**config.mk**
```make
export PLATFORM = sky130hd
export DESIGN_NAME = uart_mmio_fifo
export DESIGN_NICKNAME = d
export VERILOG_FILES = /design/src/rtl/uart_mmio_fifo.sv
export SDC_FILE = /design/constraint.sdc
export NUM_CORES = 1
export LEC_CHECK = 0
export CAP_MARGIN = 20
export CORE_MARGIN = 2
export CORE_UTILIZATION = 57
export DETAILED_ROUTE_END_ITERATION = 10
export GPL_TIMING_DRIVEN = 0
export PLACE_DENSITY = 0.85
export SYNTH_ARGS = -nofsm -noshare
export SYNTH_HDL_FRONTEND = slang
export SYNTH_SLANG_ARGS = --single-unit
```
**constraint.sdc**
```tcl
create_clock -name Clock -period 4.8 [get_ports Clock]
set_clock_uncertainty 0.1 [all_clocks]
set_input_delay 0.96 -clock Clock [delete_from_list [all_inputs] [get_ports Clock]]
set_output_delay 0.96 -clock Clock [all_outputs]
set_load 0.01 [all_outputs]
```
**src/rtl/uart_mmio_fifo.sv**
```systemverilog
// Memory-mapped UART controller: a 4-word I/O window in front of TX and RX
// byte FIFOs that talk to an external byte-level valid/ready UART core.
module uart_mmio_fifo #(
  parameter logic [31:0] BASE_ADDR = 32'h8000_0000,
  parameter int unsigned TX_DEPTH  = 8,
  parameter int unsigned RX_DEPTH  = 8
) (
  input  logic        Clock,
  input  logic        Reset,
  input  logic [31:0] Addr,
  input  logic [31:0] WriteData,
  input  logic        WriteEn,
  input  logic        ReadEn,
  output logic [31:0] ReadData,
  output logic [7:0]  TxData,
  output logic        TxValid,
  input  logic        TxReady,
  input  logic [7:0]  RxData,
  input  logic        RxValid,
  output logic        RxReady
);

  localparam int unsigned TX_AW = $clog2(TX_DEPTH);
  localparam int unsigned RX_AW = $clog2(RX_DEPTH);
  localparam logic [TX_AW:0] TX_FULL_CNT = (TX_AW+1)'(TX_DEPTH);
  localparam logic [RX_AW:0] RX_FULL_CNT = (RX_AW+1)'(RX_DEPTH);

  typedef enum logic [1:0] {
    REG_STATUS = 2'd0,
    REG_RXDATA = 2'd1,
    REG_TXDATA = 2'd2,
    REG_CTRL   = 2'd3
  } reg_e;

  logic [7:0]       tx_mem [TX_DEPTH];
  logic [7:0]       rx_mem [RX_DEPTH];
  logic [TX_AW-1:0] tx_wr_ptr, tx_rd_ptr;
  logic [RX_AW-1:0] rx_wr_ptr, rx_rd_ptr;
  logic [TX_AW:0]   tx_count;
  logic [RX_AW:0]   rx_count;
  logic             rx_overflow, tx_drop;

  logic        hit;
  reg_e        reg_sel;
  logic        rd_rx, wr_tx, wr_ctrl, flush;
  logic        tx_full, rx_nonempty;
  logic        tx_push, tx_pop, rx_push, rx_pop;
  logic        tx_drop_set, rx_ovf_set;
  logic [31:0] status_word, read_mux;

  assign hit     = (Addr[31:4] == BASE_ADDR[31:4]) && (Addr[1:0] == 2'b00);
  assign reg_sel = reg_e'(Addr[3:2]);
  assign rd_rx   = ReadEn  && hit && (reg_sel == REG_RXDATA);
  assign wr_tx   = WriteEn && hit && (reg_sel == REG_TXDATA);
  assign wr_ctrl = WriteEn && hit && (reg_sel == REG_CTRL);
  assign flush   = wr_ctrl && WriteData[2];

  assign tx_full     = (tx_count == TX_FULL_CNT);
  assign rx_nonempty = (rx_count != '0);

  assign TxValid = (tx_count != '0);
  assign TxData  = tx_mem[tx_rd_ptr];
  assign RxReady = 1'b1;

  // A full FIFO still accepts a push when it frees a slot in the same cycle.
  assign tx_pop      = TxValid && TxReady;
  assign tx_push     = wr_tx && (!tx_full || tx_pop);
  assign tx_drop_set = wr_tx && !tx_push && !flush;
  assign rx_pop      = rd_rx && rx_nonempty;
  assign rx_push     = RxValid && ((rx_count != RX_FULL_CNT) || rx_pop);
  assign rx_ovf_set  = RxValid && !rx_push && !flush;

  // STATUS word and load-data mux, both built from pre-update state
  always_comb begin
    status_word        = '0;
    status_word[0]     = !tx_full;
    status_word[1]     = rx_nonempty;
    status_word[2]     = rx_overflow;
    status_word[3]     = tx_drop;
    status_word[15:8]  = 8'(rx_count);
    status_word[23:16] = 8'(tx_count);
    read_mux = '0;
    if (hit) begin
      case (reg_sel)
        REG_STATUS: read_mux = status_word;
        REG_RXDATA: read_mux = rx_nonempty ? {24'b0, rx_mem[rx_rd_ptr]} : '0;
        default:    read_mux = '0;
      endcase
    end
  end

  // Registered load result, held between loads
  always_ff @(posedge Clock) begin
    if (Reset)       ReadData <= '0;
    else if (ReadEn) ReadData <= read_mux;
  end

  // FIFO storage, intentionally not reset
  always_ff @(posedge Clock) begin
    if (tx_push) tx_mem[tx_wr_ptr] <= WriteData[7:0];
    if (rx_push) rx_mem[rx_wr_ptr] <= RxData;
  end

  // TX pointers and occupancy; flush overrides same-cycle push/pop
  always_ff @(posedge Clock) begin
    if (Reset || flush) begin
      tx_wr_ptr <= '0;
      tx_rd_ptr <= '0;
      tx_count  <= '0;
    end else begin
      if (tx_push) tx_wr_ptr <= tx_wr_ptr + TX_AW'(1);
      if (tx_pop)  tx_rd_ptr <= tx_rd_ptr + TX_AW'(1);
      case ({tx_push, tx_pop})
        2'b10:   tx_count <= tx_count + (TX_AW+1)'(1);
        2'b01:   tx_count <= tx_count - (TX_AW+1)'(1);
        default: tx_count <= tx_count;
      endcase
    end
  end

  // RX pointers and occupancy; flush overrides same-cycle push/pop
  always_ff @(posedge Clock) begin
    if (Reset || flush) begin
      rx_wr_ptr <= '0;
      rx_rd_ptr <= '0;
      rx_count  <= '0;
    end else begin
      if (rx_push) rx_wr_ptr <= rx_wr_ptr + RX_AW'(1);
      if (rx_pop)  rx_rd_ptr <= rx_rd_ptr + RX_AW'(1);
      case ({rx_push, rx_pop})
        2'b10:   rx_count <= rx_count + (RX_AW+1)'(1);
        2'b01:   rx_count <= rx_count - (RX_AW+1)'(1);
        default: rx_count <= rx_count;
      endcase
    end
  end

  // Sticky error flags; a same-cycle set beats a CTRL clear
  always_ff @(posedge Clock) begin
    if (Reset) begin
      rx_overflow <= 1'b0;
      tx_drop     <= 1'b0;
    end else begin
      if (rx_ovf_set)                    rx_overflow <= 1'b1;
      else if (wr_ctrl && WriteData[0])  rx_overflow <= 1'b0;
      if (tx_drop_set)                   tx_drop <= 1'b1;
      else if (wr_ctrl && WriteData[1])  tx_drop <= 1'b0;
    end
  end

endmodule

```
==> flow_summary.ini <==
[floorplan]
floorplan.initialDensity_pct = 58.8
io_pins = 120
fp.dieArea_mm2 = 0.0134
die_w_um = 116
die_h_um = 116
core_mm2 = 0.0121
rows = 40

[sta]
relSlewSlack_pct = 37.6
drv_slew = 0
finalCritPeriodShare_pct = 85.7
max_freq_ghz = 0.243
hold_violations = 0
worst_pin_slew_ns = 0.932
setup_tns_ns = 0
setup_viol = 0
finalCriticalPeriod_ns = 4.11
setup_ws_ns = 0.689
rsz0062_at_grt = false

[global_routing]
busiest_layer = met2
gr-total-overflow = 0
grt_usage_pct = 23.9
use_met1_pct = 27.6
grt_pass1_vias = 4361
grt_util_met3_pct = 7.37
grt_max_degree = 17
grt_pass1_wl_um = 23000
use_met2_pct = 41.7
antenna_found_initial = 0

[drt]
antenna_left = 0
first_iter_violations = 304
vias_per_cell = 5.63
firstDrtPassIters = 6
drcViolationCount = 0
wirelength_um = 14900
wire_per_inst_um = 19.9
dr_total_vias = 4213

[pwr]
ir_worst_vdd_uv = 354
pwr_density_cell_mw_per_mm2 = 361
cellLeakagePower_nw = 2.99

[setup_path]
endpoint_kind = output port
worst-endpoint-arrival_ns = 3.05
r2r_setup_slack_ns = 1.50
crit_slowest_cell = mux4_2
cp.required_ns = 3.74
path_class = flip-flop to output port
cpPeakStageDelay_ns = 0.56
cp_max_fo = 10
cp-start-kind = flip-flop
worst_r2r_path_depth = 11
path_cells = clkbuf_1, buf_2, mux4_2, mux2_2, clkdlybuf4s50_1

[yosys]
ys.flop_type = edfxtp_1
synth_seq_cells = 172
yosysMostFrequentCell = edfxtp_1
yosys_warnings = 0
ys_types = 49
avgSynthCellArea_um2 = 15.9
synth_top_area_cell = edfxtp_1
synth_common_cells = edfxtp_1 (128), nor2_1 (54), dfxtp_1 (44)
synth_top_area_share_pct = 53.9
yosysSeqAreaShare_pct = 66.3
ys_async_sr_fraction_pct = 0
synth_area_leaders = edfxtp_1 (54%), dfxtp_1 (12%), mux4_2 (10%), nor2_1 (2.8%), mux2i_1 (2.0%)
synth_cells = 449
syn_area_mm2 = 0.00713
synth_edf_count = 128

[cts]
path_clk_slew_ns = 0.06
cts_tree = done
cts_sinks = 172
cts-root-buf = clkbuf_16
ctsResizeCount = 0
ctsHoldBuffers = 0
htreeDepth = 4
cts_setup_buffers = 0
clockBufferDepth = 2
clock_latency_ns = 0.43
numCtsBuffers = 17

[cells_and_area]
fin_nets = 655
final_cell_area_mm2 = 0.00886
antenna_cells = 0
final_layout_size_suffix_gt1_share_pct = 20.9
syn_to_final_growth_pct = 24.3

[placed_design]
dpl_cell_area_mm2 = 0.00823
dpl.hpwl_um = 10100
io_buffers = 76
place_ws_ns = 0.501
place_congestion = 0.770

[flow_run]
drv_cap = 0

[run_status]
status = complete, no violations

[hold_path]
whs_path_depth = 1
min_path_type = flip-flop to flip-flop
==> stage by stage <==
stage / util (%) / instances / hold WS, ns / power (mW)
after CTS: 73.1 / 748 / 0.370 / 3.21
after global placement: 67.3 / 708 / 0.356 / 1.78
after detailed placement: 68.0 / 716 / 0.355 / 1.80
after global routing: 73.1 / 748 / 0.411 / 3.28
final: 73.1 / 748 / 0.371 / 3.20
after floorplan: - / 464 / 0.378 / 1.71
==> power by group <==
group / switching, mW / internal (mW) / total (mW)
Clock: 0.560 / 0.876 / 1.44
Combinational: 0.0723 / 0.0706 / 0.143
Sequential: 0.00991 / 1.61 / 1.62
Total: 0.642 / 2.56 / 3.20
==> worst paths after layout <==
check                    from          end
setup / recovery    flip-flop    TxData[0]
hold / removal    ReadData[1]  ReadData[1]
setup reg to reg  rx_count[0]  rx_count[3]
hold reg to reg   ReadData[1]  ReadData[1]
==> placed cells by master (no fill, tap or decap), types with 9 or more instances in the layout <==
cell / n
buf_4: 23
dfxtp_1: 44
clkdlybuf4s50_1: 76
clkbuf_16: 17
ha_1: 9
clkbuf_1: 12
mux4_2: 32
mux2i_1: 14
nand2_1: 16
nor2_1: 54
a22oi_1: 12
conb_1: 17
edfxtp_1: 128
==> critical path, delay by kind of cell, from the launching register on <==
family / cells / cell delay, ns
buffers and inverters: 3 / 1.43
muxes: 2 / 0.87
DFF: 1 / 0.32
==> sequential cells by signal, indices dropped and copies added, names as in the netlist, named ones only <==
name and count:
ReadData 16, rx_count 4, rx_mem 64, rx_overflow 1, rx_rd_ptr 3, rx_wr_ptr 3
tx_count 4, tx_drop 1, tx_mem 64, tx_rd_ptr 3, tx_wr_ptr 3
==> logic make-up after synthesis <==
family	share of synthesized area (%)
fa+ha+maj	1.86
flops	66.3
other cells	0.105
simple gates	9.57
buf+inv	3.37
compound gates	3.49
mux	13.3
xor+xnor	1.97
==> routing by layer <==
metal	wire length [um]	part of all wire [%]	vias up
li1	-	-	1920
met5	0	0	-
met2	7970	54	194
met1	5450	37	2068
met4	379	2.5	0
met3	1070	7.2	31
==> final cells by class <==
type / count / area, um^2
buffer: 38 / 214
clock inverter: 13 / 191
clock buffer: 19 / 433
tap: 168 / 210
fill: 747 / 3250
multi-input combinational: 247 / 2240
timing repair buffer: 84 / 816
inverter: 7 / 26.3
sequential: 172 / 4720
Note: power is estimated with default switching activity, not from simulation.
==> variant 1 (same settings) <==
Make the reset (`Reset`) asynchronous in 2 clocked blocks.
--- a/src/rtl/uart_mmio_fifo.sv
+++ b/src/rtl/uart_mmio_fifo.sv
@@ -90,7 +90,7 @@
   end
 
   // Registered load result, held between loads
-  always_ff @(posedge Clock) begin
+  always_ff @(posedge Clock or posedge Reset) begin
     if (Reset)       ReadData <= '0;
     else if (ReadEn) ReadData <= read_mux;
   end
@@ -136,7 +136,7 @@
   end
 
   // Sticky error flags; a same-cycle set beats a CTRL clear
-  always_ff @(posedge Clock) begin
+  always_ff @(posedge Clock or posedge Reset) begin
     if (Reset) begin
       rx_overflow <= 1'b0;
       tx_drop     <= 1'b0;
Formal check against the unedited RTL: differs if Reset is asserted again (counterexample within 4 cycles, from zero or initial values and one cycle with Reset high); with Reset held inactive, the same outputs for 4 cycles.
==> variant 1 against the unedited design <==
Wire length is 0.24% higher. Worst setup slack better by 0.046 ns. Power fell by 5.1%. Register-to-register slack better by 0.04 ns. Sequential cell count unchanged. Cell area decreased by 0.32%. Worst hold slack gained 0.013 ns. Area after synthesis up 1.1%. Sequential share of layout area increased by 1.2 points. Synthesized cell count up 0.45%. Die area grew 1.1%. Critical path type unchanged.
==> variant 1: results <==
set metrics [dict create \
    dp_hpwl_um 10300 \
    antenna_found_initial 0 \
    hold_ws_ns 0.384 \
    cts_root_buffer "clkbuf_16" \
    crit_fanout 10 \
    synth.yosys.seq_area_share_pct 66.8 \
    post_cts_resize_count 0 \
    wl_per_cell_um 19.9 \
    synth_compound_area_share_pct 4.29 \
    synthAdderAreaFrac_pct 2.12 \
    reg2reg_from "tx_count[0]" \
    grt_max_degree 19 \
    fillers 827 \
    slowest_stage "mux4_2" \
    vias_per_cell 5.69 \
    placed_cells 719 \
    rr_worst_depth 13 \
    max_stage_delay_ns 0.56 \
    grt_pass1_wl_um 23100 \
    track_usage_pct 23.5 \
    drt_iter0_markers 404 \
    p_leak_nw 3.06 \
    power.density_nw_per_um2 344 \
    gp_congestion 0.843 \
    cts_buffers 17 \
    worst_pin_slew_ns 0.909 \
    synth.distinct_cells 55 \
    synthArstFlopShare_pct 10.5 \
    clock_latency_ns 0.43 \
    drtPass1Iterations 5 \
    ff2ff_setup_slack_ns 1.54 \
    min_from "tx_rd_ptr[1]" \
    synth_mux_area_share_pct 12.9 \
    top_regs "rx_mem x64, tx_mem x64, ReadData x16" \
    yosys-top-cells-area "edfxtp_1 (53%), mux4_2 (10%), dfxtp_1 (7.2%), dfrtp_1 (6.2%), buf_4 (1.8%)" \
    placed_area_um2 8280 \
    cts_buffer_depth 2 \
    hold_path_depth 2 \
    grt_pass1_vias 4344 \
    regToRegEndpoint "tx_count[3]" \
    synthTopCellsByCount "edfxtp_1 (128), nor2_1 (34), mux4_2 (32)" \
    ir_worst_vdd_mv 0.299 \
    drive_gt1_share_pct 19.2 \
    post-cts-setup-buffers 0 \
    status "completed" \
    synthCells 451 \
    wl_um 14900 \
    synth_xor_area_share_pct 1.58 \
    place_ws_ns 0.423 \
    arrival_ns 3.01 \
    clk-power_mw 1.28 \
    p_sw_uw 642 \
    n_antenna_cell 0 \
    pwr-share-comb_pct 4.5 \
    io_buffers 77 \
    min_to "tx_rd_ptr[1]" \
]
==> variant 1: layer usage <==
metal  track usage (%)  vias up  share of wire [%]
met5                 0        -                  0
met4              7.22        0                1.6
met3              5.19       30                4.8
met2              43.0      153                 55
met1              27.8     2137                 38
li1                  -     1944                  -
==> variant 1: how the worst max path moves through the flow <==
stage	endpoint	slack, ns	cells after the start
finish	TxData[2]	0.73	5
global route	tx_count[3]	0.54	14
CTS	TxData[2]	0.66	5
detailed placement	rx_mem[5][4]	0.42	8
global placement	rx_mem[3][4]	0.07	7
floorplan	tx_count[3]	1.23	13
==> variant 1: area by class of cell <==
type                       count  area (um^2)  share of cell area (%)
sequential                   172         4810                    54.5
multi-input combinational    248         2210                    25.1
timing repair buffer          81          796                    9.01
clock buffer                  19          433                    4.90
tap                          172          215                    2.44
buffer                        33          193                    2.18
clock inverter                12          115                    1.30
inverter                      13         48.8                   0.553
==> variant 2 (same flow settings) <==
Without the edit above. `RX_DEPTH`: 8 -> 16.
--- a/src/rtl/uart_mmio_fifo.sv
+++ b/src/rtl/uart_mmio_fifo.sv
@@ -3,7 +3,7 @@
 module uart_mmio_fifo #(
   parameter logic [31:0] BASE_ADDR = 32'h8000_0000,
   parameter int unsigned TX_DEPTH  = 8,
-  parameter int unsigned RX_DEPTH  = 8
+  parameter int unsigned RX_DEPTH  = 16
 ) (
   input  logic        Clock,
   input  logic        Reset,
Check against the original RTL: same outputs for any inputs over 4 cycles, from zero or initial values and one cycle with Reset high; that may be too few to reach the edited logic, so the function may still have changed.
==> variant 2 against the unedited design <==
Maximum frequency down 1.2%. Clock power up 28%. Area after synthesis up 39%. Sequential cell count up 69. Critical path depth up 6. Die area up 37%. Worst setup slack worse by 0.048 ns. Cell area up 33%. Power up 34%. Wire length up 42%. Largest cell class unchanged. Largest power group unchanged. Highest routed layer unchanged.
==> variant 2: results <==
set metrics [dict create \
    synth.distinct_cells 53 \
    io_buffers 78 \
    cts_max_level 1 \
    power.density_nw_per_um2 364 \
    track_usage_pct 23.3 \
    wl_met2_um 10500 \
    drtPass1Iterations 4 \
    place_ws_ns 0.170 \
    synth_edf_count 192 \
    drive_gt1_share_pct 19.9 \
    drt_iter0_markers 547 \
    wl_met3_um 1860 \
    sw_frac_of_total_pct 19.7 \
    synth.yosys.seq_area_share_pct 68.1 \
    cts_buffer_depth 3 \
    grtUsageMet1_pct 31.2 \
    cts_buffers 23 \
    nets 794 \
    pg_seq_mw 2.28 \
    wl_um 21100 \
    met2_usage_pct 39.1 \
    grt_use_met3_pct 3.74 \
    status "completed" \
    worst_pin_slew_ns 1.11 \
    ir_worst_vdd_mv 0.314 \
    clock_latency_ns 0.52 \
    fillers 1036 \
    arrival_ns 4.47 \
    met1_length_um 8290 \
    clkPwrFrac_pct 42.9 \
]
==> variant 2: per-stage QoR <==
stage,hold WS [ns],instances
2_1_floorplan,0.350,596
3_3_place_gp,0.346,899
3_5_place_dp,0.357,902
4_1_cts,0.373,943
5_1_grt,0.414,943
6_report,0.369,943
==> variant 2: worst max-delay path, cell delays in order <==
cell and delay [ns]:
clkdlybuf4s50_1 0.47, nor4b_4 0.36, nand4_4 0.23, nor4_1 0.71, nor2b_1 0.41, ha_1 0.35
a21o_1 0.17, a21o_1 0.21, o31ai_1 0.21, mux2i_1 0.12, a2111oi_2 0.28
==> variant 2: final cells by class <==
cell class	instances	area, um^2	share of cell area [%]
clock inverter	11	158	1.33
buffer	40	231	1.96
clock buffer	30	602	5.09
tap	225	282	2.38
multi-input combinational	306	2960	25.0
timing repair buffer	81	803	6.80
sequential	241	6750	57.1
inverter	9	33.8	0.286
==> variant 2: path summary, 6_finish.rpt <==
path               start          end  slack (ns)  depth (start not counted)
min reg2reg  ReadData[3]  ReadData[3]        0.37                          2
max reg2reg  rx_count[0]  rx_count[4]        1.36                         10
min          ReadData[3]  ReadData[3]        0.37                          2
max             Addr[28]  rx_count[4]        0.64                         11
==> variant 2: cell families (layout without fill, tap and decap cells) <==
group / count (synthesis) / count (layout) / synth area share (%)
AO/OA/AOI/OAI: 56 / 56 / 3.96
XOR/XNOR: 15 / 15 / 1.33
adder cells (fa/ha/maj): 14 / 14 / 1.85
buffers and inverters: 49 / 171 / 2.68
flip-flops: 241 / 241 / 68.1
multiplexers: 68 / 68 / 13.7
other: 2 / 16 / 0.0759
AND/OR/NAND/NOR: 137 / 137 / 8.27
